**config.mk**
```make
export PLATFORM = sky130hd
export DESIGN_NAME = victim_cache_flat
export DESIGN_NICKNAME = d
export VERILOG_FILES = /design/src/rtl/victim_cache_pkg.sv /design/src/rtl/victim_cache_if.sv /design/src/rtl/victim_cache_match.sv /design/src/rtl/victim_cache.sv /design/src/flat_wrapper.sv
export SDC_FILE = /design/constraint.sdc
export NUM_CORES = 2
export LEC_CHECK = 0
export BUFFER_PORTS_ARGS = -buffer_cell sky130_fd_sc_hd__buf_2
export CORE_MARGIN = 5
export CORE_UTILIZATION = 35
export CTS_BUF_LIST = sky130_fd_sc_hd__clkbuf_16
export DETAILED_ROUTE_END_ITERATION = 16
export GPL_ROUTABILITY_DRIVEN = 1
export PLACE_DENSITY_LB_ADDON = 0.3
export SYNTH_ARGS = -nofsm -noshare
export SYNTH_HDL_FRONTEND = slang
export SYNTH_SLANG_ARGS = --single-unit
```
**constraint.sdc**
```tcl
create_clock -name clk -period 4.7 [get_ports clk]
set_clock_uncertainty 0.15 [all_clocks]
set_input_delay 0.94 -clock clk [delete_from_list [all_inputs] [get_ports clk]]
set_output_delay 0.94 -clock clk [all_outputs]
set_load 0.005 [all_outputs]
```
**src/rtl/victim_cache_pkg.sv**
```systemverilog
// Shared types for the victim cache: per-line entry record and probe FSM states.
package victim_cache_pkg;

    localparam int VC_ENTRIES = 4;
    localparam int VC_TAG_W   = 26;
    localparam int VC_DATA_W  = 128;

    typedef struct packed {
        logic                 valid;
        logic                 dirty;
        logic [VC_TAG_W-1:0]  tag;
        logic [VC_DATA_W-1:0] data;
    } entry_t;

    typedef enum logic [1:0] {
        IDLE   = 2'd0,
        LOOKUP = 2'd1,
        RESP   = 2'd2
    } vc_state_e;

endpackage

```
**src/rtl/victim_cache_if.sv**
```systemverilog
// L1-side probe/evict channels and memory-side writeback channel of the victim cache.
interface victim_cache_if #(
    parameter int TAG_W  = 26,
    parameter int DATA_W = 128
);
    logic              req_valid;
    logic              req_ready;
    logic [TAG_W-1:0]  req_tag;
    logic              resp_valid;
    logic              resp_hit;
    logic [DATA_W-1:0] resp_data;
    logic              evict_valid;
    logic              evict_ready;
    logic [TAG_W-1:0]  evict_tag;
    logic [DATA_W-1:0] evict_data;
    logic              evict_dirty;
    logic              wb_valid;
    logic              wb_ready;
    logic [TAG_W-1:0]  wb_tag;
    logic [DATA_W-1:0] wb_data;

    modport slave (
        input  req_valid, req_tag, evict_valid, evict_tag, evict_data, evict_dirty, wb_ready,
        output req_ready, resp_valid, resp_hit, resp_data, evict_ready, wb_valid, wb_tag, wb_data
    );

    modport master (
        output req_valid, req_tag, evict_valid, evict_tag, evict_data, evict_dirty, wb_ready,
        input  req_ready, resp_valid, resp_hit, resp_data, evict_ready, wb_valid, wb_tag, wb_data
    );
endinterface

```
**src/rtl/victim_cache_match.sv**
```systemverilog
// Parallel tag compare across all entries; tags are unique so the hit vector is one-hot.
module vc_match #(
    parameter int ENTRIES = 4,
    parameter int TAG_W   = 26,
    localparam int IDX_W  = $clog2(ENTRIES)
) (
    input  logic [ENTRIES-1:0]            valid_i,
    input  logic [ENTRIES-1:0][TAG_W-1:0] tags_i,
    input  logic [TAG_W-1:0]              tag_i,
    output logic [ENTRIES-1:0]            hit_vec_o,
    output logic                          hit_o,
    output logic [IDX_W-1:0]              hit_idx_o
);
    for (genvar g = 0; g < ENTRIES; g++) begin : g_cmp
        assign hit_vec_o[g] = valid_i[g] && (tags_i[g] == tag_i);
    end

    assign hit_o = |hit_vec_o;

    // OR-encode is enough because at most one bit is set.
    always_comb begin
        hit_idx_o = '0;
        for (int i = 0; i < ENTRIES; i++)
            if (hit_vec_o[i]) hit_idx_o = hit_idx_o | IDX_W'(i);
    end
endmodule

```
**src/rtl/victim_cache.sv**
```systemverilog
// Fully-associative victim cache: 2-cycle probe FSM, single-cycle eviction insert,
// round-robin replacement with dirty writeback.
module victim_cache
    import victim_cache_pkg::*;
#(
    parameter int ENTRIES = VC_ENTRIES,
    parameter int TAG_W   = VC_TAG_W,   // must match the entry_t field widths
    parameter int DATA_W  = VC_DATA_W
) (
    input  logic          clk,
    input  logic          reset,
    victim_cache_if.slave bus
);
    localparam int IDX_W = $clog2(ENTRIES);

    vc_state_e                 state_q, state_d;
    entry_t [ENTRIES-1:0]      ent_q, ent_d;
    logic [IDX_W-1:0]          rr_q, rr_d;
    logic [TAG_W-1:0]          ptag_q, ptag_d;
    logic                      resp_valid_q, resp_valid_d;
    logic                      resp_hit_q, resp_hit_d;
    logic [DATA_W-1:0]         resp_data_q, resp_data_d;
    logic                      wb_valid_q, wb_valid_d;
    logic [TAG_W-1:0]          wb_tag_q, wb_tag_d;
    logic [DATA_W-1:0]         wb_data_q, wb_data_d;

    logic [ENTRIES-1:0]            vld;
    logic [ENTRIES-1:0][TAG_W-1:0] tags;
    logic [ENTRIES-1:0]            p_vec, e_vec;
    logic                          p_hit, e_hit, free_any;
    logic [IDX_W-1:0]              p_idx, e_idx, free_idx;
    logic                          req_fire, ev_fire;
    entry_t                        new_ent;

    always_comb begin
        for (int i = 0; i < ENTRIES; i++) begin
            vld[i]  = ent_q[i].valid;
            tags[i] = ent_q[i].tag;
        end
    end

    vc_match #(.ENTRIES(ENTRIES), .TAG_W(TAG_W)) u_probe_match (
        .valid_i(vld), .tags_i(tags), .tag_i(ptag_q),
        .hit_vec_o(p_vec), .hit_o(p_hit), .hit_idx_o(p_idx)
    );

    vc_match #(.ENTRIES(ENTRIES), .TAG_W(TAG_W)) u_evict_match (
        .valid_i(vld), .tags_i(tags), .tag_i(bus.evict_tag),
        .hit_vec_o(e_vec), .hit_o(e_hit), .hit_idx_o(e_idx)
    );

    // Lowest-index free slot wins.
    always_comb begin
        free_any = 1'b0;
        free_idx = '0;
        for (int i = ENTRIES - 1; i >= 0; i--) begin
            if (!vld[i]) begin
                free_any = 1'b1;
                free_idx = IDX_W'(i);
            end
        end
    end

    assign bus.req_ready   = (state_q == IDLE);
    assign bus.evict_ready = (state_q != LOOKUP) && !wb_valid_q;
    assign req_fire        = bus.req_valid && bus.req_ready;
    assign ev_fire         = bus.evict_valid && bus.evict_ready;

    assign new_ent = '{valid: 1'b1, dirty: bus.evict_dirty, tag: bus.evict_tag, data: bus.evict_data};

    always_comb begin
        state_d      = state_q;
        ent_d        = ent_q;
        rr_d         = rr_q;
        ptag_d       = ptag_q;
        resp_valid_d = 1'b0;
        resp_hit_d   = resp_hit_q;
        resp_data_d  = resp_data_q;
        wb_valid_d   = wb_valid_q;
        wb_tag_d     = wb_tag_q;
        wb_data_d    = wb_data_q;

        if (wb_valid_q && bus.wb_ready) wb_valid_d = 1'b0;

        case (state_q)
            IDLE: begin
                if (req_fire) begin
                    ptag_d  = bus.req_tag;
                    state_d = LOOKUP;
                end
            end
            LOOKUP: begin
                resp_valid_d = 1'b1;
                resp_hit_d   = p_hit;
                resp_data_d  = p_hit ? ent_q[p_idx].data : '0;
                // A hit line migrates back to L1, which now owns its dirtiness.
                if (p_hit) ent_d[p_idx].valid = 1'b0;
                state_d = RESP;
            end
            RESP:    state_d = IDLE;
            default: state_d = IDLE;
        endcase

        // Evictions are blocked in LOOKUP, so they never collide with the hit invalidate.
        if (ev_fire) begin
            if (e_hit) begin
                ent_d[e_idx].data  = bus.evict_data;
                ent_d[e_idx].dirty = ent_q[e_idx].dirty | bus.evict_dirty;
            end else if (free_any) begin
                ent_d[free_idx] = new_ent;
            end else begin
                if (ent_q[rr_q].dirty) begin
                    wb_valid_d = 1'b1;
                    wb_tag_d   = ent_q[rr_q].tag;
                    wb_data_d  = ent_q[rr_q].data;
                end
                ent_d[rr_q] = new_ent;
                rr_d        = rr_q + 1'b1;
            end
        end
    end

    always_ff @(posedge clk) begin
        if (reset) begin
            state_q      <= IDLE;
            ent_q        <= '0;
            rr_q         <= '0;
            ptag_q       <= '0;
            resp_valid_q <= 1'b0;
            resp_hit_q   <= 1'b0;
            resp_data_q  <= '0;
            wb_valid_q   <= 1'b0;
            wb_tag_q     <= '0;
            wb_data_q    <= '0;
        end else begin
            state_q      <= state_d;
            ent_q        <= ent_d;
            rr_q         <= rr_d;
            ptag_q       <= ptag_d;
            resp_valid_q <= resp_valid_d;
            resp_hit_q   <= resp_hit_d;
            resp_data_q  <= resp_data_d;
            wb_valid_q   <= wb_valid_d;
            wb_tag_q     <= wb_tag_d;
            wb_data_q    <= wb_data_d;
        end
    end

    assign bus.resp_valid = resp_valid_q;
    assign bus.resp_hit   = resp_hit_q;
    assign bus.resp_data  = resp_data_q;
    assign bus.wb_valid   = wb_valid_q;
    assign bus.wb_tag     = wb_tag_q;
    assign bus.wb_data    = wb_data_q;
endmodule

```
**src/flat_wrapper.sv**
```systemverilog
// flat-port wrapper written by rule: the top's interface ports become plain ports
module victim_cache_flat import victim_cache_pkg::*;
#(
    parameter int ENTRIES = VC_ENTRIES,
    parameter int TAG_W   = VC_TAG_W,                                         
    parameter int DATA_W  = VC_DATA_W
)
  (clk, reset, bus_req_valid, bus_req_tag, bus_evict_valid, bus_evict_tag, bus_evict_data, bus_evict_dirty, bus_wb_ready, bus_req_ready, bus_resp_valid, bus_resp_hit, bus_resp_data, bus_evict_ready, bus_wb_valid, bus_wb_tag, bus_wb_data);
  victim_cache_if #(.TAG_W(TAG_W), .DATA_W(DATA_W)) bus_i ();
  input  logic clk;
  input  logic reset;
  input wire logic [$bits(bus_i.req_valid)-1:0] bus_req_valid;
  input wire logic [$bits(bus_i.req_tag)-1:0] bus_req_tag;
  input wire logic [$bits(bus_i.evict_valid)-1:0] bus_evict_valid;
  input wire logic [$bits(bus_i.evict_tag)-1:0] bus_evict_tag;
  input wire logic [$bits(bus_i.evict_data)-1:0] bus_evict_data;
  input wire logic [$bits(bus_i.evict_dirty)-1:0] bus_evict_dirty;
  input wire logic [$bits(bus_i.wb_ready)-1:0] bus_wb_ready;
  output wire logic [$bits(bus_i.req_ready)-1:0] bus_req_ready;
  output wire logic [$bits(bus_i.resp_valid)-1:0] bus_resp_valid;
  output wire logic [$bits(bus_i.resp_hit)-1:0] bus_resp_hit;
  output wire logic [$bits(bus_i.resp_data)-1:0] bus_resp_data;
  output wire logic [$bits(bus_i.evict_ready)-1:0] bus_evict_ready;
  output wire logic [$bits(bus_i.wb_valid)-1:0] bus_wb_valid;
  output wire logic [$bits(bus_i.wb_tag)-1:0] bus_wb_tag;
  output wire logic [$bits(bus_i.wb_data)-1:0] bus_wb_data;
  assign bus_i.req_valid = bus_req_valid;
  assign bus_i.req_tag = bus_req_tag;
  assign bus_i.evict_valid = bus_evict_valid;
  assign bus_i.evict_tag = bus_evict_tag;
  assign bus_i.evict_data = bus_evict_data;
  assign bus_i.evict_dirty = bus_evict_dirty;
  assign bus_i.wb_ready = bus_wb_ready;
  assign bus_req_ready = bus_i.req_ready;
  assign bus_resp_valid = bus_i.resp_valid;
  assign bus_resp_hit = bus_i.resp_hit;
  assign bus_resp_data = bus_i.resp_data;
  assign bus_evict_ready = bus_i.evict_ready;
  assign bus_wb_valid = bus_i.wb_valid;
  assign bus_wb_tag = bus_i.wb_tag;
  assign bus_wb_data = bus_i.wb_data;
  victim_cache #(.ENTRIES(ENTRIES), .TAG_W(TAG_W), .DATA_W(DATA_W)) u_core (.clk(clk), .reset(reset), .bus(bus_i));
endmodule
```
==> results.json <==
{
  "power.density_nw_per_um2": 360,
  "syn-instance-count": 4481,
  "cp.arrival_ns": 4.48,
  "design.die.area_um2": 127000,
  "globalplace.congestion": 0.985,
  "max_slew_margin": 0.177,
  "io_buffers": 472,
  "syn-num-nets": 4671,
  "ys_seq_area_frac": 0.448,
  "grt_pass1_wl_um": 227000,
  "via_per_inst": 5.45,
  "rsz0062_at_grt": "false",
  "firstDrtPassIters": 5,
  "grt_overflow": 0,
  "utilization": 0.409,
  "finalCritPeriodShare": 0.866,
  "syn_area_per_cell_um2": 9.37,
  "cts_buffer_depth": 3,
  "die_x_um": 356,
  "ant_nets": 0,
  "p_leak_nw": 20.4,
  "cts_buffers": 104,
  "yosys_warnings": 0,
  "cts_root_buf": "clkbuf_16",
  "antenna_found_initial": 35,
  "async_reset_ff_frac": 0,
  "synth_flop_cell": "dfxtp_1",
  "synth-edff-count": 0,
  "drv_slew": 0,
  "final_cell_mix": "dfxtp_1, nand2_1, buf_2",
  "cp_max_fo": 83,
  "initial_core_util": 0.352,
  "ys_seq_elements": 939,
  "cts.sinks": 939,
  "grt_pass1_vias": 34190,
  "synth.distinct_cells": 52,
  "wl_per_cell_um": 23.8,
  "via_count": 35072,
  "worstMarginPinSlew_ns": 1.24,
  "crit_type": "reg -> reg",
  "min-delay-path-class": "reg -> reg",
  "syn_to_final_growth_pct": 16.4,
  "drt-initial-drc-count": 2974,
  "path_clk_slew_ns": 0.06,
  "core-area_um2": 119000,
  "grt_max_degree": 198,
  "hold_viol_final": 0,
  "io-pin-count": 473,
  "dp_slack_ns": 0.562,
  "cts_tree": "yes",
  "grt_use_total": 0.233,
  "maxCapViolCount": 0,
  "drt-total-wl_um": 153000,
  "tns_ns": 0,
  "max-vdd-ir-drop_mv": 0.292,
  "setup_violations": 0,
  "fin_crit_ns": 4.07,
  "nNetsFinal": 4926,
  "power_mw": 17.6,
  "postCtsHoldBufs": 0,
  "dpl.hpwl_um": 97400,
  "clock.fmax_mhz": 246,
  "post_cts_resized": 0,
  "startpoint_type": "flop",
  "end_kind": "flop",
  "die_h_um": 356,
  "rows": 127,
  "post_cts_buffers": 0,
  "drc": 0,
  "drive_gt1_frac": 0.221,
  "htree_num_levels": 3,
  "required_ns": 5.11,
  "finalWorstSetupSlack_ns": 0.631,
  "outcome": "finished clean",
  "syn_area_um2": 42000,
  "clk_latency_ns": 0.70,
  "final_common_cell": "dfxtp_1"
}
final timing paths:
path / from / endpoint / slack, ns / depth (start not counted)
max: u_core.ptag_q[19] / u_core.bus.resp_data[4] / 0.63 / 10
min reg2reg: u_core.bus.resp_data[73] / u_core.bus.resp_data[73] / 0.29 / 2
min: u_core.bus.resp_data[73] / u_core.bus.resp_data[73] / 0.29 / 2
max reg2reg: u_core.ptag_q[19] / u_core.bus.resp_data[4] / 0.63 / 10
metal layers:
| metal | vias to the layer above | wire (um) | global-route usage |
|---|---|---|---|
| li1 | 16149 | - | - |
| met1 | 17346 | 65100 | 0.304 |
| met2 | 1265 | 72000 | 0.382 |
| met3 | 290 | 10900 | 0.0501 |
| met4 | 22 | 5240 | 0.0844 |
| met5 | - | 161 | 0 |
final cells by class:
cell class                 instances  area, um^2
fill                           11873       70600
multi-input combinational       3136       21300
sequential                       939       18800
timing repair buffer             550        3480
clock buffer                     104        2600
tap                             1612        2020
clock inverter                    78         654
antenna                           17        42.5
inverter                           5        18.8
state kept, by name (all words and copies together), names as in the netlist:
signal and count:
u_core.rr_q 2, u_core.bus.resp_hit 1, u_core.ptag_q 26, u_core.ent_q 624, u_core.bus.wb_tag 26, u_core.bus.wb_data 128, u_core.bus.resp_valid 1, u_core.bus.wb_valid 1
u_core.bus.resp_data 128, u_core.state_q 2
power breakdown:
part | switching, mW | internal, mW | total [mW]
Clock | 3.45 | 4.41 | 7.86
Sequential | 0.175 | 8.13 | 8.30
Combinational | 0.908 | 0.533 | 1.44
stage by stage:
stage | hold WS, ns | cell area, um^2 | std cells
2_1_floorplan | 0.296 | 42000 | 4481
3_5_place_dp | 0.289 | 45600 | 6242
3_3_place_gp | 0.283 | 45600 | 6242
6_report | 0.295 | 48900 | 6441
5_1_grt | 0.319 | 48900 | 6434
4_1_cts | 0.283 | 48900 | 6424
synthesized netlist by cell type (4+ instances only):
| master | count | share of area |
|---|---|---|
| buf_2 | 67 | 0.0080 |
| inv_1 | 5 | 0.00045 |
| dfxtp_1 | 939 | 0.45 |
| buf_12 | 22 | 0.010 |
| o21ai_0 | 131 | 0.016 |
| nand2_1 | 896 | 0.080 |
| ha_1 | 4 | 0.0012 |
| xor2_1 | 82 | 0.017 |
| a21oi_2 | 101 | 0.021 |
| a22o_1 | 128 | 0.027 |
| buf_1 | 14 | 0.0013 |
| nand2_2 | 100 | 0.015 |
| xnor2_1 | 128 | 0.027 |
| mux2i_1 | 361 | 0.086 |
| nand3_1 | 37 | 0.0044 |
| a221oi_1 | 128 | 0.027 |
| buf_4 | 11 | 0.0020 |
| or4_1 | 6 | 0.0011 |
| a21oi_1 | 347 | 0.041 |
| nor4_1 | 29 | 0.0043 |
| nor2_1 | 388 | 0.035 |
| nor3_1 | 10 | 0.0012 |
| nor4b_1 | 4 | 0.00083 |
| mux4_2 | 155 | 0.083 |
| clkbuf_1 | 284 | 0.025 |
| nand4_1 | 63 | 0.0094 |
cells by family after synthesis:
| kind of cell | Yosys count | share of synthesized area |
|---|---|---|
| and+or+nand+nor | 1555 | 0.155 |
| xor gates and xnor gates | 210 | 0.0438 |
| adders and majority gates | 4 | 0.00119 |
| DFF | 939 | 0.448 |
| buffers and inverters | 406 | 0.0483 |
| muxes | 517 | 0.169 |
| AOI/OAI and AO/OA | 850 | 0.135 |
worst max-delay path: stages (launching register included):
cell	delay [ns]
dfxtp_1	0.53
xor2_1	0.25
nor4_1	0.63
nand4b_1	0.24
nor4_1	0.37
buf_4	0.21
nor3_2	0.06
buf_12	0.23
a22o_1	0.37
a221oi_1	0.55
o21ai_0	0.14
(Power assumes the default switching activity.)
